`src/rtl/mpu_lookup_fetch_pkg.sv`:
```
`default_nettype none
// +----------------------------------------------------------------------+
// | pkg_mpu : shared MPU types for thread lookup and instruction fetch   |
// | Rev 1.0                                                              |
// +----------------------------------------------------------------------+
package pkg_mpu;

   localparam int MPU_WIDTH_ID    = 8;
   localparam int MPU_WIDTH_ADDR  = 10;
   localparam int MPU_WIDTH_INSTR = 32;

   typedef logic [MPU_WIDTH_ID-1:0]    id_t;
   typedef logic [MPU_WIDTH_ADDR-1:0]  mpu_address_t;
   typedef logic [MPU_WIDTH_INSTR-1:0] instr_t;

   typedef struct packed {
      mpu_address_t address;
      mpu_address_t length;
   } lookup_t;

   typedef enum logic [1:0] {
      IDLE   = 2'd0,
      LOOKUP = 2'd1,
      FETCH  = 2'd2,
      DRAIN  = 2'd3
   } fsm_lookup_fetch;

endpackage
`default_nettype wire

```
`src/rtl/mpu_lookup_fetch_skid.sv`:
```
`default_nettype none
// +----------------------------------------------------------------------+
// | mpu_fetch_skid : 2-entry FIFO between instruction memory and output  |
// | Rev 1.0                                                              |
// +----------------------------------------------------------------------+
module mpu_fetch_skid
   import pkg_mpu::*;
#(
   parameter int WIDTH = MPU_WIDTH_INSTR
)
(
   input  logic             clock,
   input  logic             reset,
   input  logic             i_push,
   input  logic [WIDTH-1:0] i_data,
   input  logic             i_pop,
   output logic [WIDTH-1:0] o_data,
   output logic [1:0]       o_count,
   output logic             o_valid
);

   logic [WIDTH-1:0] r_mem [2];
   logic             r_rd_ptr;
   logic             r_wr_ptr;
   logic [1:0]       r_count;
   logic             w_pop_ok;
   logic             w_push_ok;

   assign w_pop_ok  = i_pop & (r_count != 2'd0);
   // When full, a push is only taken together with a pop; it lands in the slot being freed.
   assign w_push_ok = i_push & ((r_count != 2'd2) | w_pop_ok);

   always_ff @(posedge clock or negedge reset) begin
      if (!reset) begin
         r_mem[0] <= '0;
         r_mem[1] <= '0;
         r_rd_ptr <= 1'b0;
         r_wr_ptr <= 1'b0;
         r_count  <= 2'd0;
      end else begin
         if (w_push_ok) begin
            r_mem[r_wr_ptr] <= i_data;
            r_wr_ptr        <= ~r_wr_ptr;
         end
         if (w_pop_ok) begin
            r_rd_ptr <= ~r_rd_ptr;
         end
         case ({w_push_ok, w_pop_ok})
            2'b10:   r_count <= r_count + 2'd1;
            2'b01:   r_count <= r_count - 2'd1;
            default: r_count <= r_count;
         endcase
      end
   end

   assign o_data  = r_mem[r_rd_ptr];
   assign o_count = r_count;
   assign o_valid = (r_count != 2'd0);

endmodule
`default_nettype wire

```
`src/rtl/mpu_lookup_fetch.sv`:
```
`default_nettype none
// +----------------------------------------------------------------------+
// | mpu_lookup_fetch : dispatch -> map lookup -> instruction stream      |
// | Rev 1.0                                                              |
// +----------------------------------------------------------------------+
module mpu_lookup_fetch
   import pkg_mpu::*;
#(
   parameter int WIDTH_ID    = MPU_WIDTH_ID,
   parameter int WIDTH_ADDR  = MPU_WIDTH_ADDR,
   parameter int WIDTH_INSTR = $bits(instr_t)
)
(
   input  logic                   clock,
   input  logic                   reset,
   input  logic                   I_Req_Dispatch,
   input  logic [WIDTH_ID-1:0]    I_ThreadID,
   output logic                   O_Ack_Dispatch,
   output logic                   O_Req_Lookup,
   output logic [WIDTH_ID-1:0]    O_ThreadID_Ld,
   input  logic                   I_Ack_Lookup,
   input  lookup_t                I_ThreadInfo,
   output logic                   O_IMem_Re,
   output logic [WIDTH_ADDR-1:0]  O_IMem_Addr,
   input  logic [WIDTH_INSTR-1:0] I_IMem_Data,
   output logic                   O_Instr_Valid,
   output logic [WIDTH_INSTR-1:0] O_Instr,
   input  logic                   I_Instr_Ready,
   output logic                   O_Busy,
   output logic                   O_Done
);

   fsm_lookup_fetch        r_state;
   fsm_lookup_fetch        w_state_nxt;
   logic [WIDTH_ADDR-1:0]  r_ptr;
   logic [WIDTH_ADDR-1:0]  r_remaining;
   logic [WIDTH_ID-1:0]    r_thread_id;
   logic                   r_inflight;
   logic                   r_done;

   logic                   w_accept;
   logic                   w_finish;
   logic                   w_pop;
   logic                   w_re;
   logic                   w_drain_empty;
   logic                   w_lookup_hit;
   logic                   w_fifo_valid;
   logic [1:0]             w_fifo_count;
   logic [2:0]             w_occupancy;
   logic [WIDTH_INSTR-1:0] w_fifo_data;

   assign w_pop        = w_fifo_valid & I_Instr_Ready;
   assign w_occupancy  = {1'b0, w_fifo_count} + {2'b00, r_inflight};
   assign w_lookup_hit = (r_state == LOOKUP) && I_Ack_Lookup;

   // Credit: buffered + in-flight words after this cycle's pop must leave room for one more.
   assign w_re = (r_state == FETCH) && (r_remaining != '0) &&
                 (w_occupancy < (3'd2 + {2'b00, w_pop}));

   // Finish on the cycle of the last handshake so O_Done lands right after it.
   assign w_drain_empty = !r_inflight &&
                          ((w_fifo_count == 2'd0) || ((w_fifo_count == 2'd1) && w_pop));

   always_comb begin
      w_state_nxt = r_state;
      w_accept    = 1'b0;
      w_finish    = 1'b0;
      case (r_state)
         IDLE: begin
            if (I_Req_Dispatch) begin
               w_accept    = 1'b1;
               w_state_nxt = LOOKUP;
            end
         end
         LOOKUP: begin
            if (I_Ack_Lookup) begin
               if (I_ThreadInfo.length == '0) begin
                  w_finish    = 1'b1;
                  w_state_nxt = IDLE;
               end else begin
                  w_state_nxt = FETCH;
               end
            end
         end
         FETCH: begin
            if (w_re && (r_remaining == WIDTH_ADDR'(1))) begin
               w_state_nxt = DRAIN;
            end
         end
         DRAIN: begin
            if (w_drain_empty) begin
               w_finish    = 1'b1;
               w_state_nxt = IDLE;
            end
         end
         default: w_state_nxt = IDLE;
      endcase
   end

   always_ff @(posedge clock or negedge reset) begin
      if (!reset) begin
         r_state     <= IDLE;
         r_ptr       <= '0;
         r_remaining <= '0;
         r_thread_id <= '0;
         r_inflight  <= 1'b0;
         r_done      <= 1'b0;
      end else begin
         r_state    <= w_state_nxt;
         r_inflight <= w_re;
         r_done     <= w_finish;
         if (w_accept) begin
            r_thread_id <= I_ThreadID;
         end
         if (w_lookup_hit) begin
            r_ptr       <= I_ThreadInfo.address;
            r_remaining <= I_ThreadInfo.length;
         end else if (w_re) begin
            r_ptr       <= r_ptr + WIDTH_ADDR'(1);
            r_remaining <= r_remaining - WIDTH_ADDR'(1);
         end
      end
   end

   mpu_fetch_skid #(
      .WIDTH   (WIDTH_INSTR)
   ) u_skid (
      .clock   (clock),
      .reset   (reset),
      .i_push  (r_inflight),
      .i_data  (I_IMem_Data),
      .i_pop   (w_pop),
      .o_data  (w_fifo_data),
      .o_count (w_fifo_count),
      .o_valid (w_fifo_valid)
   );

   assign O_Ack_Dispatch = w_accept;
   assign O_Req_Lookup   = (r_state == LOOKUP);
   assign O_ThreadID_Ld  = r_thread_id;
   assign O_IMem_Re      = w_re;
   assign O_IMem_Addr    = r_ptr;
   assign O_Instr_Valid  = w_fifo_valid;
   assign O_Instr        = w_fifo_data;
   assign O_Busy         = (r_state != IDLE);
   assign O_Done         = r_done;

endmodule
`default_nettype wire

```
`config.mk`:
```
export PLATFORM = sky130hd
export DESIGN_NAME = mpu_lookup_fetch
export DESIGN_NICKNAME = d
export VERILOG_FILES = /design/src/rtl/mpu_lookup_fetch_pkg.sv /design/src/rtl/mpu_lookup_fetch_skid.sv /design/src/rtl/mpu_lookup_fetch.sv
export SDC_FILE = /design/constraint.sdc
export NUM_CORES = 1
export LEC_CHECK = 0
export ABC_AREA = 1
export BUFFER_PORTS_ARGS = -buffer_cell sky130_fd_sc_hd__buf_2
export CAP_MARGIN = 20
export CORE_MARGIN = 2
export CORE_UTILIZATION = 40
export DETAILED_ROUTE_END_ITERATION = 16
export GPL_ROUTABILITY_DRIVEN = 0
export GPL_TIMING_DRIVEN = 0
export PLACE_DENSITY = 0.63
export SYNTH_ARGS = -nofsm -noshare
export SYNTH_HDL_FRONTEND = slang
export SYNTH_SLANG_ARGS = --single-unit
```
`constraint.sdc`:
```
create_clock -name clock -period 3.1 [get_ports clock]
set_input_delay 0.465 -clock clock [delete_from_list [all_inputs] [get_ports clock]]
set_output_delay 0.465 -clock clock [all_outputs]
set_load 0.005 [all_outputs]
```
==> metrics.cfg, run 1 <==
[sta]
fin_ws_ns = 0.631
finalCriticalPeriod_ns = 2.47
tightest_slew_ns = 0.791
whs_ns = 0.206
finalSetupViolations = 0
drv_slew = 0
fin_crit_sh_pct = 79.6
rsz0062_at_grt = no
skew_ns = 0.00755
finalHoldViolCount = 0
fmaxAchievable_mhz = 405
slew_headroom_pct = 47.3
tns_ns = 0

[critical_path]
rrSetupSlack_ns = 1.16
path_buf_inv = 3
cp.required_ns = 2.63
cpPeakStageDelay_ns = 0.41
crit-reg2reg-launch = u_skid.o_count[0]
worst_ep_arrival_time_ns = 2.00
slowest_stage = dfrtp_1
path_cells = ha_1 > ha_1 > a21oi_2 > nand2_4 > inv_1 > buf_6 > buf_2
worst_path_most_repeated_cell = ha_1
cp-end-kind = output port
setup.worst_path.start_class = flip-flop
cp_top_family = adder cells
ff2ff_path_depth = 9
r2r_end = u_skid.r_mem[26]
crit_path_max_fanout = 11
critical_path_class = flip-flop to output port

[yosys]
yosys.area_share.simple_pct = 25.0
synth.area.mux_share_pct = 0
synth_area_leader_cell = dfrtp_1
syn_area_per_cell_sq_um = 8.04
synth_top_family_by_area = simple AND/OR/NAND/NOR gates
yosys.area_share.adder_pct = 2.55
synthesis.area_sq_mm = 0.00491
syn-num-nets = 686
synth_compound_area_share_pct = 11.0
ys_seq_elements = 100
ys_types = 29
yosysWarnings = 0
postSynthCellCount = 611
synth-xor-area-share_pct = 2.32
synth-seq-area-share_pct = 50.9
synth_area_leaders = dfrtp_1, nand2_1, inv_1, o21ai_0, ha_1
yosys.area.top_type_share_pct = 50.9

[cells_and_area]
nNetsFinal = 818
layout-drive-gt1-share_pct = 22.9
final_cell_mix = nand2_1, buf_2, dfrtp_1, inv_1, o21ai_0
synthToLayoutAreaGrowth_pct = 23.0
insertedDiodeCount = 0
layout_commonest_cell = nand2_1
nFillCells = 1198

[clock_tree]
cts_setup_buffers = 0
cts_max_path_buffers = 2
cts_max_level = 3
path_clk_slew_ns = 0.07
cts_resized = 0
cts_tree = yes
cts_made_buffers = 9
cts_sinks = 100
ctsHoldBuffers = 0
clk_latency_ns = 0.35
cts-root-buf = clkbuf_16

[power]
switching_share_pct = 39.4
p_int_mw = 3.74
power_frac_seq_pct = 37.4
power_frac_comb_pct = 43.2
p_per_area_mw_per_mm2 = 1020
switching_power_mw = 2.43
power_frac_clock_pct = 19.4
p_leak_nw = 3.29
vdd_drop_max_v = 0.000490

[routing]
wl_per_cell_um = 13.3
routed_wl_um = 11900
remaining_drc_errors = 0
drt_iter0_markers = 334
firstDrtPassIters = 4
dr_total_vias = 4307
drtAntennaViolNets = 0
detail_route.vias_per_cell = 4.82

[die]
ios = 121
die_w_um = 115
start_util_pct = 40.9
rows = 40
dieArea_sq_mm = 0.0132
fp.dieH_um = 115
coreArea_sq_mm = 0.0120

[grt]
overflow = 0
antenna_found_initial = 1
grt_max_degree = 60
grt_pass1_wl_um = 19900
grt_usage_pct = 19.2
grt_pass1_vias = 4195

[place]
dpl.hpwl_um = 8530
port-buffer-count = 120
pre_cts_ws_ns = 0.992

[status]
status = complete, no violations

[min_path]
hold_path_class = input pin to async pin

[flow_run]
max-cap-violations = 0

[cell families after synthesis]
| kind of cell | Yosys count |
|---|---|
| compound gates | 91 |
| xor+xnor | 13 |
| fa+ha+maj | 10 |
| buf+inv | 89 |
| flops | 100 |
| simple gates | 308 |
[through the flow]
stage	power, mW	util [%]	instance area (sq um)	instances
after floorplan	4.02	-	4910	611
after global routing	6.76	50.3	6040	894
final	6.17	50.3	6040	894
after CTS	6.26	50.3	6040	894
after detailed placement	5.03	47.7	5730	879
after global placement	4.93	47.4	5700	878
[flip-flops by register name, summed over array words and instances, names as in the netlist, named ones only]
| register | flops |
|---|---|
| r_inflight | 1 |
| r_state | 1 |
| u_skid.r_wr_ptr | 1 |
| O_ThreadID_Ld | 8 |
| u_skid.o_count | 2 |
| O_IMem_Addr | 10 |
| u_skid.r_mem | 64 |
| r_remaining | 10 |
| O_Done | 1 |
| u_skid.r_rd_ptr | 1 |
[synth_stat cells, drive strengths merged]
library cell,instances
a21oi,5
buf,11
clkbuf,14
clkinv,1
dfrtp,100
ha,10
inv,63
nand2,261
nand3,21
nand3b,1
nor2,18
nor3,3
nor4,2
o211ai,14
o21a,1
o21ai,70
o22ai,1
or2,2
xnor2,6
xor2,7
[routing by layer]
metal	up-vias	GRT usage, %	routed length (um)
met3	12	5.90	786
met5	-	0	11
met1	1994	25.7	5450
met4	2	4.58	94
met2	132	30.5	5580
li1	2167	-	-
[area by class of cell]
| class | count | area [sq um] | area share (%) |
|---|---|---|---|
| clock buffers | 9 | 225 | 3.73 |
| clock inverters | 6 | 88.8 | 1.47 |
| inverters | 64 | 240 | 3.98 |
| plain buffers | 25 | 164 | 2.71 |
| multi-input cells | 422 | 2010 | 33.2 |
| flip-flops and latches | 100 | 2500 | 41.4 |
| repair buffers | 121 | 631 | 10.4 |
| well taps | 147 | 184 | 3.04 |
[worst max-delay path by stage]
stage	endpoint	start	depth (start not counted)
2_1_floorplan	O_IMem_Re	r_inflight	6
3_3_place_gp	O_ThreadID_Ld[0]	reset	1
3_5_place_dp	O_IMem_Re	r_inflight	7
4_1_cts	O_IMem_Re	r_inflight	7
5_1_grt	O_IMem_Re	u_skid.o_count[0]	7
6_report	O_IMem_Re	r_inflight	7
[power groups by stage]
stage / Clock, mW / Sequential [mW] / Combinational, mW
detailed placement: 0 / 2.32 / 2.70
global placement: 0 / 2.30 / 2.63
finish: 1.19 / 2.31 / 2.67
floorplan: 0 / 2.25 / 1.77
global route: 1.29 / 2.39 / 3.08
CTS: 1.24 / 2.31 / 2.71
Power figures use the tool's default switching activity.
==> run 2: changes to the inputs <==
==> constraint.sdc (replaced) <==
create_clock -name clock -period 2.3 [get_ports clock]
set_input_delay 0.345 -clock clock [delete_from_list [all_inputs] [get_ports clock]]
set_output_delay 0.345 -clock clock [all_outputs]
set_load 0.005 [all_outputs]
==> run 2 against run 1 <==
Net effect: via count down 0.58%; global-route usage about the same; final cell count up 0.45%; worst hold slack worse by 0.12 ns; worst setup slack worse by 0.48 ns; routed wire length up 1.8%; non-clock buffer count up 4; die area unchanged.
==> metrics.cfg, run 2 (synthesis results as in run 1) <==
[status]
status = complete, no violations  ; unchanged

[power]
p_leak_nw = 3.31  ; was 3.29 nW
p_total_mw = 8.40  ; was 6.17 mW
p_per_area_mw_per_mm2 = 1380  ; was 1020 mW/mm^2
vdd_drop_max_v = 0.000671  ; was 0.000490 V

[cells_and_area]
layoutNonFillerInstCount = 898  ; was 894
synthToLayoutAreaGrowth_pct = 23.9  ; was 23.0%
largest_reg_flops = 64  ; unchanged
multiInputGateArea_sq_mm = 0.00202  ; was 0.00201 sq mm
stdcell_area_sq_mm = 0.00609  ; was 0.00604 sq mm
final_cell_mix = nand2_1, buf_2, dfrtp_1, inv_1, o21ai_0  ; unchanged
layout.area.seq_sq_mm = 0.00250  ; about the same
layout-drive-gt1-share_pct = 23.6  ; was 22.9%
nFillCells = 1196  ; was 1198
nNetsFinal = 822  ; was 818
insertedDiodeCount = 0  ; unchanged
layout_commonest_cell = nand2_1  ; unchanged
top_register = u_skid.r_mem  ; unchanged

[sta]
finalSetupViolations = 0  ; unchanged
whs_ns = 0.0851  ; was 0.206 ns
finalHoldViolCount = 0  ; unchanged
fmaxAchievable_mhz = 464
skew_ns = 0.00576  ; was 0.00755 ns
finalCriticalPeriod_ns = 2.15
drv_slew = 0  ; unchanged
slew_headroom_pct = 46.3  ; was 47.3%
tns_ns = 0  ; unchanged
fin_crit_sh_pct = 93.6
rsz0062_at_grt = no  ; unchanged
tightest_slew_ns = 0.805  ; was 0.791 ns

[place]
dpl.hpwl_um = 8530  ; unchanged
dpl.cell_count = 879  ; unchanged
place_area_sq_mm = 0.00573  ; unchanged
port-buffer-count = 120  ; unchanged

[routing]
drt_iter0_markers = 288  ; was 334
drtAntennaViolNets = 0  ; unchanged
remaining_drc_errors = 0  ; unchanged
detail_route.vias_per_cell = 4.77  ; was 4.82
wl_met2_um = 5650  ; was 5580 um
met1_length_um = 5570  ; was 5450 um
routed_wl_um = 12100  ; was 11900 um
firstDrtPassIters = 4  ; unchanged
dr_total_vias = 4282  ; was 4307
wl_per_cell_um = 13.5  ; was 13.3 um
met3WireLength_um = 789  ; was 786 um
routed.top_layer = met5  ; unchanged

[grt]
grt_pass1_wl_um = 19900  ; about the same
grt_usage_pct = 19.2  ; about the same
antenna_found_initial = 1  ; unchanged
overflow = 0  ; unchanged
grt_pass1_vias = 4196  ; was 4195
grt_max_degree = 60  ; unchanged

[clock_tree]
cts_made_buffers = 9  ; unchanged
cts_tree = yes  ; unchanged
cts-root-buf = clkbuf_16  ; unchanged
cts_max_path_buffers = 2  ; unchanged
path_clk_slew_ns = 0.07  ; about the same
cts_max_level = 3  ; unchanged
cts_sinks = 100  ; unchanged
clk_latency_ns = 0.35  ; about the same

[critical_path]
crit-reg2reg-launch = u_skid.o_count[1]  ; was u_skid.o_count[0]
cpPeakStageDelay_ns = 0.42  ; was 0.41 ns
ff2ff_path_depth = 8  ; was 9
cp_top_family = flip-flops  ; was adder cells
rrSetupSlack_ns = 0.34  ; was 1.16 ns
path_cells = ha_1 > ha_4 > inv_1 > nand2_1 > a21oi_2 > nand2_4 > inv_1 > buf_6 > buf_2  ; was ha_1 > ha_1 > a21oi_2 > nand2_4 > inv_1 > buf_6 > buf_2
slowest_stage = dfrtp_1  ; unchanged
cp-end-kind = output port  ; unchanged
worst_path_most_repeated_cell = inv_1  ; was ha_1
cp-endpoint = O_IMem_Re  ; unchanged
path_depth = 9  ; was 7
crit_path_max_fanout = 5  ; was 11
r2r_end = u_skid.r_mem[1]  ; was u_skid.r_mem[26]
worst_ep_arrival_time_ns = 1.81  ; was 2.00 ns
cp.required_ns = 1.96  ; was 2.63 ns
critical_path_class = flip-flop to output port  ; unchanged
setup.worst_path.start_class = flip-flop  ; unchanged
cp-startpoint = u_skid.o_count[0]  ; was r_inflight
path_buf_inv = 4  ; was 3

[die]
die_w_um = 115  ; unchanged
dieArea_sq_mm = 0.0132  ; unchanged
start_util_pct = 40.9  ; unchanged
coreArea_sq_mm = 0.0120  ; unchanged
fp.dieH_um = 115  ; unchanged
rows = 40  ; unchanged
ios = 121  ; unchanged

[min_path]
hold_path_class = input pin to async pin  ; unchanged

[flow_run]
max-cap-violations = 0  ; unchanged

## run 2: metal layers
layer	global-route usage, %	vias up
li1	-	2174
met1	25.7	1963
met2	30.8	131
met3	5.90	12
met4	4.42	2
met5	0	-
## run 2: power breakdown
group          switching, mW  leakage [nW]  total (mW)  internal [mW]
clock network          0.667         0.148        1.62          0.949
logic                   2.11          1.91        3.66           1.56
registers              0.537          1.25        3.12           2.58
total                   3.31          3.31        8.40           5.09
## run 2: worst min path at each step
| stage | slack (ns) | end | start | cells past startpoint |
|---|---|---|---|---|
| 2_1_floorplan | 0.05 | O_Done | reset | 0 |
| 3_3_place_gp | 0.45 | O_ThreadID_Ld[0] | O_ThreadID_Ld[0] | 2 |
| 3_5_place_dp | 0.46 | O_ThreadID_Ld[5] | O_ThreadID_Ld[5] | 2 |
| 4_1_cts | 0.1 | u_skid.r_mem[40] | reset | 1 |
| 5_1_grt | 0.14 | u_skid.r_mem[40] | reset | 1 |
| 6_report | 0.09 | u_skid.r_mem[9] | reset | 1 |
## run 2: area by class of cell
| type | instances | area share, % |
|---|---|---|
| plain buffers | 25 | 2.69 |
| clock buffers | 9 | 3.70 |
| clock inverters | 6 | 1.46 |
| inverters | 64 | 3.95 |
| multi-input cells | 422 | 33.2 |
| flip-flops and latches | 100 | 41.1 |
| well taps | 147 | 3.02 |
| repair buffers | 125 | 10.9 |
## run 2: worst reg2reg max path: stages, from the launching register on
cell	delay, ns
dfrtp_2	0.45
inv_1	0.09
ha_1	0.15
inv_2	0.05
nand2_2	0.08
nand2_1	0.07
nand3_1	0.30
clkbuf_1	0.48
o21ai_0	0.15
## run 2: through the flow
step	util, %	setup slack (ns)
after CTS	50.4	0.0288
after global routing	50.7	0.0108
after global placement	47.4	-0.201
after floorplan	-	0.586
final	50.7	0.146
after detailed placement	47.7	0.312
## run 2: timing repair
item                                   CTS  global route
cloned                                   0             0
gates resized for setup                  0             2
hold buffers                             0             0
pin swaps                                2             1
buffers inserted                         1             3
endpoints found under the hold margin    0             0
setup endpoints to repair                1             1
